==> config.mk <==
export PLATFORM = sky130hd
export DESIGN_NAME = meta_write_scheduler
export DESIGN_NICKNAME = d
export VERILOG_FILES = /design/src/rtl/meta_write_scheduler.sv
export SDC_FILE = /design/constraint.sdc
export NUM_CORES = 1
export LEC_CHECK = 0
export ABC_AREA = 0
export CAP_MARGIN = 20
export CELL_PAD_IN_SITES_DETAIL_PLACEMENT = 1
export CELL_PAD_IN_SITES_GLOBAL_PLACEMENT = 2
export CORE_MARGIN = 8
export CORE_UTILIZATION = 43
export CTS_BUF_LIST = sky130_fd_sc_hd__clkbuf_16
export CTS_CLUSTER_DIAMETER = 60
export DETAILED_ROUTE_END_ITERATION = 8
export PLACE_DENSITY = 0.88
export SLEW_MARGIN = 20
export SYNTH_ARGS = -nofsm -noshare
export SYNTH_HDL_FRONTEND = slang
export SYNTH_SLANG_ARGS = --single-unit
==> constraint.sdc <==
create_clock -name clock -period 3.85 [get_ports clock]
set_input_delay 0.5775 -clock clock [delete_from_list [all_inputs] [get_ports clock]]
set_output_delay 0.5775 -clock clock [all_outputs]
set_load 0.01 [all_outputs]
==> src/rtl/meta_write_scheduler.sv <==
// Two-requester metadata write scheduler: a 2-deep FIFO per requester feeding one output register.
// Define META_WRITE_SCHED_AGE_LIMIT_EN to bound port-1 starvation with a 3-bit age counter.
module meta_write_scheduler (
  input  logic        clock,
  input  logic        reset,
  input  logic        io_in_0_valid,
  output logic        io_in_0_ready,
  input  logic [5:0]  io_in_0_bits_idx,
  input  logic [7:0]  io_in_0_bits_way_en,
  input  logic [1:0]  io_in_0_bits_data_coh_state,
  input  logic [20:0] io_in_0_bits_data_tag,
  input  logic        io_in_1_valid,
  output logic        io_in_1_ready,
  input  logic [5:0]  io_in_1_bits_idx,
  input  logic [7:0]  io_in_1_bits_way_en,
  input  logic [1:0]  io_in_1_bits_data_coh_state,
  input  logic [20:0] io_in_1_bits_data_tag,
  input  logic        io_out_ready,
  output logic        io_out_valid,
  output logic [5:0]  io_out_bits_idx,
  output logic [7:0]  io_out_bits_way_en,
  output logic [1:0]  io_out_bits_data_coh_state,
  output logic [20:0] io_out_bits_data_tag,
  output logic        io_out_src,
  output logic        io_busy
);

  localparam int unsigned NPORT = 2;

  typedef struct packed {
    logic [5:0]  idx;
    logic [7:0]  way_en;
    logic [1:0]  coh_state;
    logic [20:0] tag;
  } meta_wr_t;

  meta_wr_t               in_bits [NPORT];
  logic [NPORT-1:0]       in_valid;

  meta_wr_t               mem_q [NPORT][2];
  meta_wr_t               mem_d [NPORT][2];
  logic [NPORT-1:0]       wr_ptr_q, wr_ptr_d;
  logic [NPORT-1:0]       rd_ptr_q, rd_ptr_d;
  logic [NPORT-1:0][1:0]  count_q, count_d;

  logic                   out_valid_q, out_valid_d;
  logic                   out_src_q, out_src_d;
  meta_wr_t               out_bits_q, out_bits_d;

  logic [NPORT-1:0]       ready, head_valid, enq, deq;
  meta_wr_t               head [NPORT];
  logic                   load, sel;

  assign in_valid   = {io_in_1_valid, io_in_0_valid};
  assign in_bits[0] = {io_in_0_bits_idx, io_in_0_bits_way_en,
                       io_in_0_bits_data_coh_state, io_in_0_bits_data_tag};
  assign in_bits[1] = {io_in_1_bits_idx, io_in_1_bits_way_en,
                       io_in_1_bits_data_coh_state, io_in_1_bits_data_tag};

  // Ready is decoded from the occupancy register alone, so io_out_ready never reaches it.
  always_comb begin
    for (int p = 0; p < NPORT; p++) begin
      ready[p]      = (count_q[p] != 2'd2);
      head_valid[p] = (count_q[p] != 2'd0);
      head[p]       = mem_q[p][rd_ptr_q[p]];
      enq[p]        = in_valid[p] & ready[p];
    end
  end

  assign load = (~out_valid_q | io_out_ready) & (|head_valid);

`ifdef META_WRITE_SCHED_AGE_LIMIT_EN
  logic [2:0] age_q, age_d;

  assign sel = head_valid[1] & (~head_valid[0] | (age_q >= 3'd4));

  always_comb begin
    age_d = age_q;
    if (!head_valid[1]) begin
      age_d = 3'd0;
    end else if (load) begin
      age_d = sel ? 3'd0 : age_q + 3'd1;
    end
  end

  always_ff @(posedge clock or posedge reset) begin
    if (reset) age_q <= 3'd0;
    else       age_q <= age_d;
  end
`else
  assign sel = head_valid[1] & ~head_valid[0];
`endif

  assign deq = load ? (sel ? 2'b10 : 2'b01) : 2'b00;

  // NOTE: every always_comb output gets a default first so no path leaves it unassigned (no latch).
  always_comb begin
    mem_d    = mem_q;
    wr_ptr_d = wr_ptr_q ^ enq;
    rd_ptr_d = rd_ptr_q ^ deq;
    for (int p = 0; p < NPORT; p++) begin
      count_d[p] = count_q[p] + {1'b0, enq[p]} - {1'b0, deq[p]};
      if (enq[p]) mem_d[p][wr_ptr_q[p]] = in_bits[p];
    end
  end

  always_comb begin
    out_valid_d = out_valid_q;
    out_src_d   = out_src_q;
    out_bits_d  = out_bits_q;
    if (load) begin
      out_valid_d = 1'b1;
      out_src_d   = sel;
      out_bits_d  = head[sel];
    end else if (io_out_ready) begin
      out_valid_d = 1'b0;
    end
  end

  // NOTE: sequential state uses non-blocking assignments so all flops sample pre-edge values.
  always_ff @(posedge clock or posedge reset) begin
    if (reset) begin
      wr_ptr_q    <= '0;
      rd_ptr_q    <= '0;
      count_q     <= '0;
      out_valid_q <= 1'b0;
      out_src_q   <= 1'b0;
    end else begin
      wr_ptr_q    <= wr_ptr_d;
      rd_ptr_q    <= rd_ptr_d;
      count_q     <= count_d;
      out_valid_q <= out_valid_d;
      out_src_q   <= out_src_d;
    end
  end

  // NOTE: payload storage has no reset; validity is carried by the counters and out_valid_q.
  always_ff @(posedge clock) begin
    mem_q      <= mem_d;
    out_bits_q <= out_bits_d;
  end

  assign io_in_0_ready = ready[0];
  assign io_in_1_ready = ready[1];
  assign io_out_valid  = out_valid_q;
  assign io_out_src    = out_src_q;
  assign {io_out_bits_idx, io_out_bits_way_en,
          io_out_bits_data_coh_state, io_out_bits_data_tag} = out_bits_q;
  assign io_busy = (|count_q[0]) | (|count_q[1]) | out_valid_q;

endmodule

==> results.md, run 1 <==
* Transition time at the pin with the least slew margin at 1070 ps
* Fraction of the mapped netlist area in simple logic gates at between 1 and 1.5%
* Switching Share at between 20% and 30%
* Vias at about 3600
* Cell Area, Synth at ~7300 µm²
* Count of instances resized after the clock tree is built at 0
* Internal Pwr Total at 4.83 mW
* Aggregate routed wire length at about 16000 µm
* DIE AREA at roughly 21000 µm²
* Remaining Overflow, GRT at 0
* Final count of pins violating max slew at 0
* Count of inserted antenna diode cells at 0
* Fraction of layout instances using a drive strength above 1 at under 10%
* Highest-count cells in the layout ignoring fill and taps: 185 x sky130_fd_sc_hd__edfxtp_1, 120 x sky130_fd_sc_hd__clkdlybuf4s50_1, 111 x sky130_fd_sc_hd__mux2i_1
* First element of the critical path: count_q[1]$_DFF_PP0_
* Ports placed on the boundary at 121
* First-pass DRT Iterations at 4
* Run status: complete, no violations
* Layout area overhead at 25.7%
* Worst R2R Start: count_q[0]$_DFF_PP0_
* Number of levels in the clock H-tree at 4
* CTS root buf: sky130_fd_sc_hd__clkbuf_16
* Horizontal extent of the die at roughly 150 µm
* Endpoints failing setup at 0
* Count of unique library cells instantiated by Yosys at 21
* Count of maximum capacitance violations at 0
* Count of cells along the worst register-to-register path at 3
* Vertical extent of the die at roughly 150 µm
* Leakage Power at 3.33 nW
* Setup bufs post-CTS at 0
* Vias per inst at between 5 and 6
* Number of antenna violations at the first check in global routing at 0
* Post-Layout Inst Area at between 9000 and 10000 µm²
* Clock buffer count from CTS at 17
* P_sw at 2.03 mW
* Core footprint at between 15000 and 20000 µm²
* Main synth FF type: sky130_fd_sc_hd__edfxtp_1
* Mapped Avg Cell Area at 20.5 µm²
* Maximum clock rate at ~0.35 GHz
* Wirelength per Cell at 22.2 µm
* Power density over the cells at ~750 nW/µm²
* Relative slew slack at 28.5%
* Clock buffer depth at 2
* Total routing usage reported by global routing at between 10% and 20%
* Instance count of the mapped netlist at between 300 and 400
* Share of power burned in combinational logic at between 20% and 30%
* Setup CP Type: flop to output port
* Largest net degree at the start of global routing at 39
* Async set-or-reset flop fraction in the synthesized netlist at 5.13%
* Synthesized-area fraction occupied by adder cells at under 10%
* Number of buffers inserted by hold repair at cts at 0
* Buffers on Ports at between 100 and 150
* Clock Sinks at 195
* Type of the most critical hold path: input port to asynchronous set/reset pin
* Number of synthesized flops with an enable pin at about 190
* Multiplexer area fraction after synthesis at between 10% and 20%
* Final critical-path share of the clock period at between 70% and 80%
* Final-stage net count at between 500 and 600
* Critical Path Fanout Max at 6
* Number of synthesized register bits at a little under 200
* Maximum vdd drop at approximately 0.42 mV
* Final critical delay including setup and external delays at around 2900 ps
* Most common cell after layout, fill and taps aside: sky130_fd_sc_hd__edfxtp_1
* Clock latency on the worst-skew pair at approximately 430 ps
* Endpoints failing hold at 0
* Compound-cell area share of the yosys netlist at less than 1%
* Sum of negative setup slack at 0 ps
* Drt first-iter violations at roughly 210
* Setup slack of the worst register-to-register path at approximately 1600 ps
* CTS tree: done
* Post-DRT Antenna Nets at 0
* Row count at between 40 and 50
* First-pass GRT wire length at between 20000 and 25000 µm
* Startpoint class of the critical path: flop
* HPWL reported at the end of detailed placement at between 10000 and 15000 µm
* Sequential cell fraction of total power at 51.4%
* Via count of the first global-routing pass at 4200
* Instance area at placement at around 8700 µm²
* Final Wtd Congestion at ~0.70
* Number of design rule violations left after detail routing at 0
* Unrepaired setup endpoints after global routing: no
* CP required at approximately 3300 ps
* Clock share of power at a little over a fifth
* Proportion of synthesized chip area in sequential cells at a little under 80%
* Final total power at about 6.9 mW
* Maximum clock skew at final layout at between 9 and 10 ps
* Parity-gate share of the synthesized area counting xor and xnor cells at 0.717%
* Initial core utilization at between 40% and 50%
* Endpoint kind of the worst setup timing path: output port
* Arrival @ worst endpoint at 2300 ps
* Mapped Nets at ~440
* Total number of yosys warnings at 0
* Clock transition at the registers of the reported paths at ~60 ps
* Main combinational cell family by area after synthesis: multiplexers
## critical path, cell delays in order, from the launching register on
cell	delay, ps
sky130_fd_sc_hd__dfrtp_1	480
sky130_fd_sc_hd__nor4_1	760
sky130_fd_sc_hd__nand2b_1	120
sky130_fd_sc_hd__clkdlybuf4s50_1	510
## power groups by stage
| stage | clock [mW] | combinational [mW] | sequential [mW] |
|---|---|---|---|
| after CTS | 1.51 | 1.91 | 3.54 |
| after global placement | 0 | 1.81 | 3.52 |
| after detailed placement | 0 | 1.90 | 3.58 |
| after global routing | 1.59 | 2.00 | 3.60 |
| final | 1.49 | 1.84 | 3.53 |
| after floorplan | 0 | 1.21 | 3.38 |
## cell usage after synthesis (all sizes together) (2+ instances only)
cell type  instances  area share, %
xnor2              4           0.48
nor2               4           0.24
ha                 8            1.4
nor4               2           0.26
xor2               2           0.24
buf               12            1.7
dfrtp             10            3.4
and2               2           0.17
edfxtp           185             76
nand2b             5           0.43
mux2i            111             15
inv                9           0.46
## flip-flops by register name, indices dropped and copies added (netlist names)
| register | cells |
|---|---|
| wr_ptr_q | 2 |
| io_out_src | 1 |
| io_out_bits_way_en | 8 |
| rd_ptr_q | 2 |
| io_out_bits_data_coh_state | 2 |
| mem_q | 148 |
| io_out_bits_data_tag | 21 |
| io_out_valid | 1 |
| io_out_bits_idx | 6 |
| count_q | 4 |
## through the flow
| stage | hold WS [ps] | setup WS, ps | instances | util (%) |
|---|---|---|---|---|
| 2_1_floorplan | 418 | 1190 | 357 | - |
| 6_report | 447 | 976 | 719 | 55.3 |
| 4_1_cts | 456 | 919 | 719 | 55.3 |
| 3_3_place_gp | 530 | 1360 | 687 | 52.4 |
| 3_5_place_dp | 544 | 1220 | 687 | 52.4 |
| 5_1_grt | 464 | 762 | 719 | 55.3 |
## logic make-up after synthesis
| kind of cell | Yosys count |
|---|---|
| simple gates | 15 |
| flops | 195 |
| fa+ha+maj | 8 |
| mux | 111 |
| compound gates | 1 |
| buf+inv | 21 |
| xor+xnor | 6 |
## per-layer routing
metal  up-vias  wire [µm]  global-route usage [%]
met1      1839       6830                    17.8
met3        24        677                    4.48
met4         0        259                    5.10
met5         -          0                       0
met2       107       8220                    26.9
li1       1646          -                       -
## path summary, 6_finish.rpt
| kind | endpoint |
|---|---|
| min in group clock | count_q[3]$_DFF_PP0_ |
| setup / recovery | io_busy |
| setup reg to reg | mem_q[83]$_DFFE_PP_ |
| max in group asynchronous | rd_ptr_q[0]$_DFF_PP0_ |
| hold / removal | wr_ptr_q[0]$_DFF_PP0_ |
| hold reg to reg | count_q[3]$_DFF_PP0_ |
## final cells by class
type	instances	area, µm²
Clock buffer	17	425
Clock inverter	15	58.8
Fill cell	1492	7430
Inverter	9	33.8
Multi-Input combinational cell	141	1390
Sequential cell	195	5810
Tap cell	220	275
Timing Repair Buffer	122	1220
Note: power is estimated with default switching activity, not from simulation.
==> run 2: changes to the inputs <==
CORE_UTILIZATION = 40   (was 43)
PLACE_DENSITY = 0.82   (was 0.88)
clock period = 3 ns   (was 3.85 ns; I/O delays follow)
==> run 2 against run 1 <==
Compared with the run above:
- sequential share of layout area decreased by 1.4 points
- combinational power rose by 43%
- register-to-register slack got worse by 610 ps
- non-clock buffer count rose by 7
- design area is 2.2% higher
- sequential cell count stayed put
- global-route usage shrank 0.64 points
- die area grew 6.7%
- total power up 34%
- critical path type unchanged
==> results.md, run 2 (synthesized netlist as in run 1, its figures left out) <==
* Number of levels in the clock H-tree at 4 (unchanged)
* Core footprint at 18000 µm² (was 16600 µm²)
* Count of inserted antenna diode cells at 0 (unchanged)
* Setup bufs post-CTS at 0 (unchanged)
* Final critical delay including setup and external delays at 2400 ps
* Vertical extent of the die at 151 µm (was 147 µm)
* Count of cells along the worst register-to-register path at 3 (unchanged)
* Clock buffer depth at 2 (unchanged)
* Via count of the first global-routing pass at 4150 (was 4200)
* Setup slack of the worst register-to-register path at 1020 ps (was 1630 ps)
* Highest-count cells in the layout ignoring fill and taps: 185 x sky130_fd_sc_hd__edfxtp_1, 120 x sky130_fd_sc_hd__clkdlybuf4s50_1, 111 x sky130_fd_sc_hd__mux2i_1 (unchanged)
* First-pass GRT wire length at 24300 µm (was 24500 µm)
* Layout area overhead at 28.5% (was 25.7%)
* Remaining Overflow, GRT at 0 (unchanged)
* Critical Path Fanout Max at 6 (unchanged)
* Row count at 49 (was 47)
* Initial core utilization at 40.8% (was 44.0%)
* Number of antenna violations at the first check in global routing at 1 (was 0)
* Aggregate routed wire length at 16200 µm (was 16000 µm)
* Clock Sinks at 195 (unchanged)
* Sequential cell fraction of total power at 46.9% (was 51.4%)
* CP required at 2550 ps (was 3270 ps)
* HPWL reported at the end of detailed placement at 10700 µm (was 10600 µm)
* Sum of negative setup slack at 0 ps (unchanged)
* Count of instances resized after the clock tree is built at 0 (unchanged)
* Arrival @ worst endpoint at 1950 ps (was 2300 ps)
* Max reg flops at 148 (unchanged)
* Post-DRT Antenna Nets at 0 (unchanged)
* Total routing usage reported by global routing at 14.7% (was 15.4%)
* Transition time at the pin with the least slew margin at 766 ps (was 1070 ps)
* Type of the most critical hold path: input port to asynchronous set/reset pin (unchanged)
* Endpoints failing hold at 0 (unchanged)
* Final critical-path share of the clock period at 79.9%
* Most common cell after layout, fill and taps aside: sky130_fd_sc_hd__edfxtp_1 (unchanged)
* Leakage Power at 3.38 nW (was 3.33 nW)
* Critical path buffer and inverter count at 2 (was 1)
* Final total power at 9.19 mW (was 6.86 mW)
* Horizontal extent of the die at 151 µm (was 147 µm)
* Fraction of layout instances using a drive strength above 1 at 9.88% (was 6.61%)
* Maximum clock rate at 0.417 GHz
* Vias per inst at 4.95 (was 5.03)
* CTS tree: done (unchanged)
* Endpoints failing setup at 0 (unchanged)
* Wirelength per Cell at 22.0 µm (was 22.2 µm)
* Clock latency on the worst-skew pair at 440 ps (was 430 ps)
* Switching Share at 29.5% (was 29.6%)
* Endpoint kind of the worst setup timing path: output port (unchanged)
* Terminus of the critical flop-to-flop path: io_out_bits_data_tag[6]$_DFFE_PN_ (was mem_q[83]$_DFFE_PP_)
* CTS root buf: sky130_fd_sc_hd__clkbuf_16 (unchanged)
* Clock share of power at 24.4% (was 21.8%)
* Drt first-iter violations at 159 (was 212)
* Vias at 3637 (was 3616)
* Final Wtd Congestion at 0.705 (was 0.699)
* Count of maximum capacitance violations at 0 (unchanged)
* Number of design rule violations left after detail routing at 0 (unchanged)
* Ports placed on the boundary at 121 (unchanged)
* Clock buffer count from CTS at 17 (unchanged)
* Instance count on the critical path at 4 (was 3)
* Largest net degree at the start of global routing at 38 (was 39)
* Worst R2R Start: rd_ptr_q[1]$_DFF_PP0_ (was count_q[0]$_DFF_PP0_)
* CP peak stage delay at 490 ps (was 760 ps)
* Buffers on Ports at 120 (unchanged)
* Relative slew slack at 48.9% (was 28.5%)
* Cells along the critical path: nor4_1 -> buf_4 -> nand2b_1 -> clkdlybuf4s50_1 (was nor4_1 -> nand2b_1 -> clkdlybuf4s50_1)
* First-pass DRT Iterations at 5 (was 4)
* Number of buffers inserted by hold repair at cts at 0 (unchanged)
* Maximum clock skew at final layout at 13.0 ps (was 9.30 ps)
* DIE AREA at 22900 µm² (was 21500 µm²)
* Startpoint class of the critical path: flop (unchanged)
* Cell with the biggest individual delay on the critical path: sky130_fd_sc_hd__dfrtp_1 (was sky130_fd_sc_hd__nor4_1)
* Clock transition at the registers of the reported paths at 70 ps (was 60 ps)
* Biggest register: mem_q (unchanged)
* P_sw at 2.71 mW (was 2.03 mW)
* Share of power burned in combinational logic at 28.7% (was 26.8%)
* Setup CP Type: flop to output port (unchanged)
* Power density over the cells at 976 nW/µm² (was 745 nW/µm²)
* Internal Pwr Total at 6.49 mW (was 4.83 mW)
* Final-stage net count at 580 (was 573)
* Maximum vdd drop at 0.532 mV (was 0.416 mV)
* Unrepaired setup endpoints after global routing: no (unchanged)
* Final count of pins violating max slew at 0 (unchanged)
* Largest delay contributor family on the critical path: buffers and inverters (was simple AND/OR/NAND/NOR gates)
* Run status: complete, no violations (unchanged)
run 2: changes by cell type in the layout (fill, tap and decap cells not counted), sizes merged:
cell / change
clkinvlp: +1
bufinv: +2
clkinv: +3
buf: +7
inv: -6
run 2: per-layer routing:
| layer | part of all wire, % | vias up | wire, µm | GRT usage (%) |
|---|---|---|---|---|
| met4 | 1.6 | 2 | 265 | 5.79 |
| met2 | 52 | 107 | 8390 | 25.6 |
| li1 | - | 1652 | - | - |
| met5 | 0.050 | - | 8 | 0 |
| met3 | 6.8 | 21 | 1110 | 5.08 |
| met1 | 40 | 1855 | 6390 | 16.3 |
run 2: worst max path at each step:
| stage | start | to |
|---|---|---|
| 6_report | count_q[1]$_DFF_PP0_ | io_busy |
| 3_3_place_gp | io_out_ready | count_q[1]$_DFF_PP0_ |
| 4_1_cts | count_q[1]$_DFF_PP0_ | io_busy |
| 5_1_grt | count_q[1]$_DFF_PP0_ | io_busy |
| 3_5_place_dp | io_out_ready | count_q[1]$_DFF_PP0_ |
| 2_1_floorplan | io_out_valid$_DFFE_PP0P_ | io_out_bits_data_coh_state[0]$_DFFE_PN_ |
run 2: final cells by class:
type | instances | area [µm²]
multi-input cells | 141 | 1390
fillers | 1642 | 8550
repair buffers | 129 | 1320
inverters | 9 | 33.8
clock buffers | 17 | 425
well taps | 229 | 287
clock inverters | 15 | 156
flip-flops and latches | 195 | 5810
run 2: power groups by stage:
stage               logic [mW]  clock network (mW)  registers [mW]
detailed placement        2.69                   0            4.37
global placement          2.61                   0            4.32
floorplan                 1.56                   0            4.34
finish                    2.64                2.24            4.31
global route              2.86                2.37            4.39
CTS                       2.71                2.30            4.32
run 2: metrics by stage:
step	cell area [µm²]	hold slack [ps]	instances	worst slack (ps)	util [%]
3_3_place_gp	8840	456	703	760	49.2
6_report	9420	312	735	602	52.4
2_1_floorplan	7330	290	357	402	-
5_1_grt	9420	374	735	497	52.4
3_5_place_dp	8840	457	703	731	49.2
4_1_cts	9420	316	735	560	52.4
